## src/rtl/alu_seq_ctrl_pkg.sv

```systemverilog
// rtl/alu_seq_ctrl_pkg.sv - shared opcode encodings and opcode class helpers for the ALU sequencer
package alu_seq_ctrl_pkg;

    // op[3:2] selects the form (00 = SR, 01 = BIO), op[1:0] selects the ALU function
    localparam logic [3:0] OP_INC_SR   = 4'h0;
    localparam logic [3:0] OP_NAND_SR  = 4'h1;
    localparam logic [3:0] OP_SRA_SR   = 4'h2;
    localparam logic [3:0] OP_XOR_SR   = 4'h3;
    localparam logic [3:0] OP_INC_BIO  = 4'h4;
    localparam logic [3:0] OP_NAND_BIO = 4'h5;
    localparam logic [3:0] OP_SRA_BIO  = 4'h6;
    localparam logic [3:0] OP_XOR_BIO  = 4'h7;

    function automatic logic is_sr_op(input logic [3:0] op);
        return (op[3:2] == 2'b00);
    endfunction

    function automatic logic is_bio_op(input logic [3:0] op);
        return (op[3:2] == 2'b01);
    endfunction

endpackage

```

## src/rtl/alu_seq_ctrl_timer.sv

```systemverilog
// rtl/alu_seq_ctrl_timer.sv - BIO ack wait timer (load/count/expire), used only with ALU_SEQ_TIMEOUT_EN
module alu_seq_ctrl_timer #(
    parameter int TIMEOUT_CYCLES = 16
) (
    input  logic clk,
    input  logic rst_n,
    input  logic i_load,
    input  logic i_en,
    output logic o_expired
);
    localparam int CNT_W = $clog2(TIMEOUT_CYCLES + 1);
    localparam logic [CNT_W-1:0] LAST = CNT_W'(TIMEOUT_CYCLES - 1);

    logic [CNT_W-1:0] r_cnt;

    always_ff @(posedge clk or negedge rst_n) begin
        if (!rst_n) begin
            r_cnt <= '0;
        end else if (i_load) begin
            r_cnt <= '0;
        end else if (i_en) begin
            r_cnt <= r_cnt + 1'b1;
        end
    end

    // Fires in the last allowed wait cycle, so bio_req is held exactly TIMEOUT_CYCLES cycles
    assign o_expired = i_en && (r_cnt == LAST);

endmodule

```

## src/rtl/alu_seq_ctrl.sv

```systemverilog
// rtl/alu_seq_ctrl.sv - multi-cycle ALU sequencer owning SR; optional BIO ack timeout via ALU_SEQ_TIMEOUT_EN
module alu_seq_ctrl
    import alu_seq_ctrl_pkg::*;
#(
    parameter int DATA_W         = 14,
    parameter int TIMEOUT_CYCLES = 16
) (
    input  logic              clk,
    input  logic              rst_n,
    input  logic              instr_valid,
    output logic              instr_ready,
    input  logic [3:0]        instr_op,
    input  logic [DATA_W-1:0] instr_arg,
    output logic [DATA_W-1:0] alu_data0,
    output logic [DATA_W-1:0] alu_data1,
    output logic [3:0]        alu_opcode,
    input  logic [DATA_W-1:0] alu_result,
    output logic              bio_req,
    output logic              bio_we,
    output logic [DATA_W-1:0] bio_addr,
    output logic [DATA_W-1:0] bio_wdata,
    input  logic [DATA_W-1:0] bio_rdata,
    input  logic              bio_ack,
    output logic [DATA_W-1:0] sr_q,
    output logic              done,
    output logic              err
);
    typedef enum logic [2:0] {
        ST_IDLE     = 3'd0,
        ST_EXEC_SR  = 3'd1,
        ST_BIO_RD   = 3'd2,
        ST_EXEC_BIO = 3'd3,
        ST_BIO_WR   = 3'd4,
        ST_RETIRE   = 3'd5
    } state_t;

    state_t            r_state;
    state_t            w_next;
    logic [3:0]        r_op;
    logic [DATA_W-1:0] r_arg;
    logic [DATA_W-1:0] r_operand;
    logic [DATA_W-1:0] r_wdata;
    logic [DATA_W-1:0] r_sr;
    logic              r_err;
    logic              r_rdy;
    logic              w_accept;
    logic              w_tmo;

    // r_rdy keeps instr_ready low while reset is asserted and until the first edge after release
    assign instr_ready = r_rdy && (r_state == ST_IDLE);
    assign w_accept    = instr_valid && instr_ready;
    assign sr_q        = r_sr;

`ifdef ALU_SEQ_TIMEOUT_EN
    logic w_tmr_load;
    logic w_tmr_en;

    assign w_tmr_load = (w_next != r_state);
    assign w_tmr_en   = (r_state == ST_BIO_RD) || (r_state == ST_BIO_WR);

    alu_seq_ctrl_timer #(
        .TIMEOUT_CYCLES(TIMEOUT_CYCLES)
    ) u_timer (
        .clk       (clk),
        .rst_n     (rst_n),
        .i_load    (w_tmr_load),
        .i_en      (w_tmr_en),
        .o_expired (w_tmo)
    );
`else
    assign w_tmo = 1'b0;
`endif

    always_ff @(posedge clk or negedge rst_n) begin
        if (!rst_n) begin
            r_state   <= ST_IDLE;
            r_op      <= '0;
            r_arg     <= '0;
            r_operand <= '0;
            r_wdata   <= '0;
            r_sr      <= '0;
            r_err     <= 1'b0;
            r_rdy     <= 1'b0;
        end else begin
            r_state <= w_next;
            r_rdy   <= 1'b1;
            if (w_accept) begin
                r_op  <= instr_op;
                r_arg <= instr_arg;
                r_err <= !(is_sr_op(instr_op) || is_bio_op(instr_op));
            end
            if (r_state == ST_EXEC_SR) begin
                r_sr <= alu_result;
            end
            if (r_state == ST_BIO_RD && bio_ack) begin
                r_operand <= bio_rdata;
            end
            if (r_state == ST_EXEC_BIO) begin
                r_wdata <= alu_result;
            end
            if ((r_state == ST_BIO_RD || r_state == ST_BIO_WR) && !bio_ack && w_tmo) begin
                r_err <= 1'b1;
            end
        end
    end

    always_comb begin
        w_next     = r_state;
        alu_data0  = '0;
        alu_data1  = '0;
        alu_opcode = '0;
        bio_req    = 1'b0;
        bio_we     = 1'b0;
        bio_addr   = '0;
        bio_wdata  = '0;
        done       = 1'b0;
        err        = 1'b0;
        case (r_state)
            ST_IDLE: begin
                if (w_accept) begin
                    if (is_sr_op(instr_op)) begin
                        w_next = ST_EXEC_SR;
                    end else if (is_bio_op(instr_op)) begin
                        w_next = ST_BIO_RD;
                    end else begin
                        w_next = ST_RETIRE;
                    end
                end
            end
            ST_EXEC_SR: begin
                alu_data0  = r_sr;
                alu_data1  = r_arg;
                alu_opcode = r_op;
                w_next     = ST_RETIRE;
            end
            ST_BIO_RD: begin
                bio_req  = 1'b1;
                bio_addr = r_arg;
                if (bio_ack) begin
                    w_next = ST_EXEC_BIO;
                end else if (w_tmo) begin
                    w_next = ST_RETIRE;
                end
            end
            ST_EXEC_BIO: begin
                alu_data0  = r_operand;
                alu_data1  = r_sr;
                alu_opcode = r_op;
                w_next     = ST_BIO_WR;
            end
            ST_BIO_WR: begin
                bio_req   = 1'b1;
                bio_we    = 1'b1;
                bio_addr  = r_arg;
                bio_wdata = r_wdata;
                if (bio_ack || w_tmo) begin
                    w_next = ST_RETIRE;
                end
            end
            ST_RETIRE: begin
                done   = 1'b1;
                err    = r_err;
                w_next = ST_IDLE;
            end
            default: begin
                w_next = ST_IDLE;
            end
        endcase
    end

endmodule

```

## config.mk

```make
export PLATFORM = sky130hd
export DESIGN_NAME = alu_seq_ctrl
export DESIGN_NICKNAME = d
export VERILOG_FILES = /design/src/rtl/alu_seq_ctrl_pkg.sv /design/src/rtl/alu_seq_ctrl_timer.sv /design/src/rtl/alu_seq_ctrl.sv
export SDC_FILE = /design/constraint.sdc
export NUM_CORES = 1
export LEC_CHECK = 0
export ABC_CLOCK_PERIOD_IN_PS = 3490
export CAP_MARGIN = 20
export CORE_UTILIZATION = 47
export CTS_BUF_LIST = sky130_fd_sc_hd__clkbuf_16
export CTS_CLUSTER_DIAMETER = 40
export CTS_CLUSTER_SIZE = 40
export DETAILED_ROUTE_END_ITERATION = 10
export PLACE_DENSITY = 0.86
export SYNTH_ARGS = -nofsm -noshare
export SYNTH_HDL_FRONTEND = slang
export SYNTH_SLANG_ARGS = --single-unit
```

## constraint.sdc

```tcl
create_clock -name clk -period 3.49 [get_ports clk]
set_clock_uncertainty 0.2 [all_clocks]
set_input_delay 1.047 -clock clk [delete_from_list [all_inputs] [get_ports clk]]
set_output_delay 1.047 -clock clk [all_outputs]
set_load 0.02 [all_outputs]
```

==> summary.txt <==
Final layout
  • Share of layout cells above drive strength 1: 23.91%
  • Fillers: 421
  • Non-Filler Instances: 466
  • Area grow syn2layout: 52.13%
  • NumNets Final: 436
  • Most frequent cells in the layout: 127 x clkdlybuf4s50_1, 63 x dfrtp_1, 51 x mux2_2
  • Commonest non-fill, non-tap cell in the layout: clkdlybuf4s50_1
  • Antenna fix cells: 0

Power and ir drop
  • Worst vdd ir: roughly 590 uV
  • Pwr per Cell Area: 947.8 nW/um2
  • Static leakage: 2.039 nW

Detailed routing
  • Number of vias in the routed layout: between 2000 and 2500
  • Iter 0 DRT Violations: 102
  • Residual DRC count: 8
  • Vias per std cell: 5.307
  • Routed WL: 8.631 mm
  • DRT antenna net count: 0
  • First drt pass iteration count: 7
  • WL per Instance: 18.52 um

STA
  • Setup_tns: 0 ns
  • Maximum clock rate: roughly 0.29 GHz
  • Tcrit/Tclk final: between 90% and 100%
  • RSZ-0062 raised after global routing: false
  • Min Tclk post-route: 3.403 ns
  • Hold Violations, Final: 0
  • Max Slew Vio Count: 0
  • Max-slew headroom: a little under three fifths
  • Final setup violation count: 0
  • Slew of the pin with the lowest slew margin: 0.6499 ns
  • Hold slack: 0.2954 ns

Setup path
  • Worst Path Arrival: about 2.2 ns
  • Worst EP required: between 2 and 2.5 ns
  • Element type at the critical path start: flip-flop
  • Crit path kind: flip-flop to output port
  • Critical Path Start: r_state[2]
  • Crit path max fanout: 14
  • CP endpoint kind: output port
  • Reg2Reg Launch Point: r_state[2]

Floorplan
  • Core box area: ~6500 um2
  • Die ar.: 7130 um2
  • Die W: 84.44 um
  • Row count: 29
  • IO Pins: 129
  • Die height: 84.44 um
  • Initial Utilization: 49.46%

Yosys
  • Sequential share of the synthesized area: about half
  • Synthesized cell area: ~3200 um2
  • Synthesized instance count: between 200 and 300
  • Synth warnings: 0
  • Synth cell types: 28
  • Post-synthesis register bit count: 65
  • Mapped Avg Cell Area: roughly 13 um2
  • Post-Synthesis Net Count: 302

Global route
  • GR peak layer: met2
  • Initial antenna violation count: 0
  • GRT met1 Usage: around 30%
  • Met3 Usage GRT: between 5 and 6%
  • Met2 usage: 44.86%
  • Vias in the first global route: about 2600
  • Total gr overflow: 0
  • Largest net degree at the start of global routing: 66
  • All-Layer GR Usage: about 26%
  • First-pass GRT wire length: approximately 14 mm

CTS
  • CTS tree: built
  • Root Driver: clkbuf_16
  • CTS Buf Count: 9
  • H-tree depth: 3
  • Post_cts resized: 0
  • Cts hold-fix bufs: 0
  • CTS max path bufs: 2
  • Clock slew at reported path FFs: 0.05 ns
  • CTS Sinks: 65
  • Post-CTS setup buffer count: 0
  • Later-pin clock latency in the skew report: 0.32 ns

Placement
  • Placed cell count: about 450
  • GPL Wtd Cong: 0.7556
  • HPWL Detailed: 5.894 mm
  • PortBufs: around 130

Hold path
  • Hold path start: r_wdata[8]
  • Worst min path class: flip-flop to flip-flop

Run
  • Max cap viols: 0

Run status
  • Failing checks: design-rule violations
  • Status: finished, violations left
power breakdown:
| part | internal [W] | switching, W |
|---|---|---|
| sequential | 0.00113 | 0.000307 |
| combinational | 0.00125 | 0.00108 |
| clock | 0.000537 | 0.000303 |
worst max-delay path: stages, from the launching register on:
cell and delay, ns:
dfrtp_1 0.57, nor3b_2 0.26, buf_4 0.23, and2_1 0.17
clkdlybuf4s50_1 0.61
per-stage QoR:
step           total power, W  setup slack [ns]  util [%]  area (um2)
2_1_floorplan        0.002691            0.6929         -        3194
3_3_place_gp         0.003685            0.4840     70.94        4582
3_5_place_dp         0.003747            0.4373     70.94        4582
4_1_cts              0.004633           0.03302     75.18        4856
5_1_grt              0.004832         0.0006148     75.24        4860
6_report             0.004606           0.08678     75.24        4860
worst paths after layout:
path,endpoint,slack (ns),cells after the start
worst max-delay path,bio_wdata[9],0.09,4
worst min-delay path,r_wdata[8],0.30,1
worst max register to register,sr_q[13],1.27,5
worst min register to register,r_wdata[8],0.30,1
max in group asynchronous,r_state[0],2.27,2
min in group asynchronous,r_arg[0],0.52,2
per-layer routing:
metal  routed length (um)  vias up
met1                 3501     1233
li1                     -     1133
met2                 4453       84
met3                  408       23
met5                    0        -
met4                  267        0
cell type report:
| class | count | area (um2) | share of cell area (%) |
|---|---|---|---|
| clock buffers | 9 | 225.2 | 4.634 |
| clock inverters | 5 | 48.80 | 1.004 |
| inverters | 1 | 3.754 | 0.07724 |
| multi-input cells | 171 | 1480 | 30.46 |
| flip-flops and latches | 65 | 1629 | 33.52 |
| well taps | 77 | 96.34 | 1.982 |
| repair buffers | 138 | 1376 | 28.32 |
sequential cells by signal, summed over array words and instances (netlist names):
name	cells
r_arg	14
r_wdata	14
sr_q	14
r_err	1
r_operand	14
r_state	3
r_op	4
r_rdy	1
synth_stat cells:
library cell	n	area share, %
a22o_1	1	0.27
a31o_2	1	0.27
a31oi_1	1	0.20
a41oi_1	1	0.27
and2_1	33	6.5
and3b_1	1	0.27
buf_1	1	0.12
buf_2	7	1.1
buf_4	3	0.71
buf_6	2	0.71
clkbuf_1	2	0.24
conb_1	1	0.12
dfrtp_1	65	51
inv_1	1	0.12
mux2_2	51	18
mux2_4	10	4.7
mux2i_1	28	8.8
nand2_1	2	0.24
nand2_4	1	0.35
nand2b_1	2	0.39
nor2_1	31	3.6
nor2b_1	1	0.20
nor3_1	1	0.16
nor3_2	1	0.31
nor3b_1	1	0.24
nor4b_4	1	0.74
o31ai_1	1	0.24
xnor2_1	1	0.27
logic make-up after synthesis:
group | count (synthesis) | synth area share [%]
AND/OR/NAND/NOR | 75 | 13.00
multiplexers | 89 | 31.45
XOR/XNOR | 1 | 0.2742
flip-flops | 65 | 50.92
buffers and inverters | 16 | 2.977
other | 1 | 0.1174
AO/OA/AOI/OAI | 5 | 1.254
No activity file was read; power rests on OpenSTA's default activity.
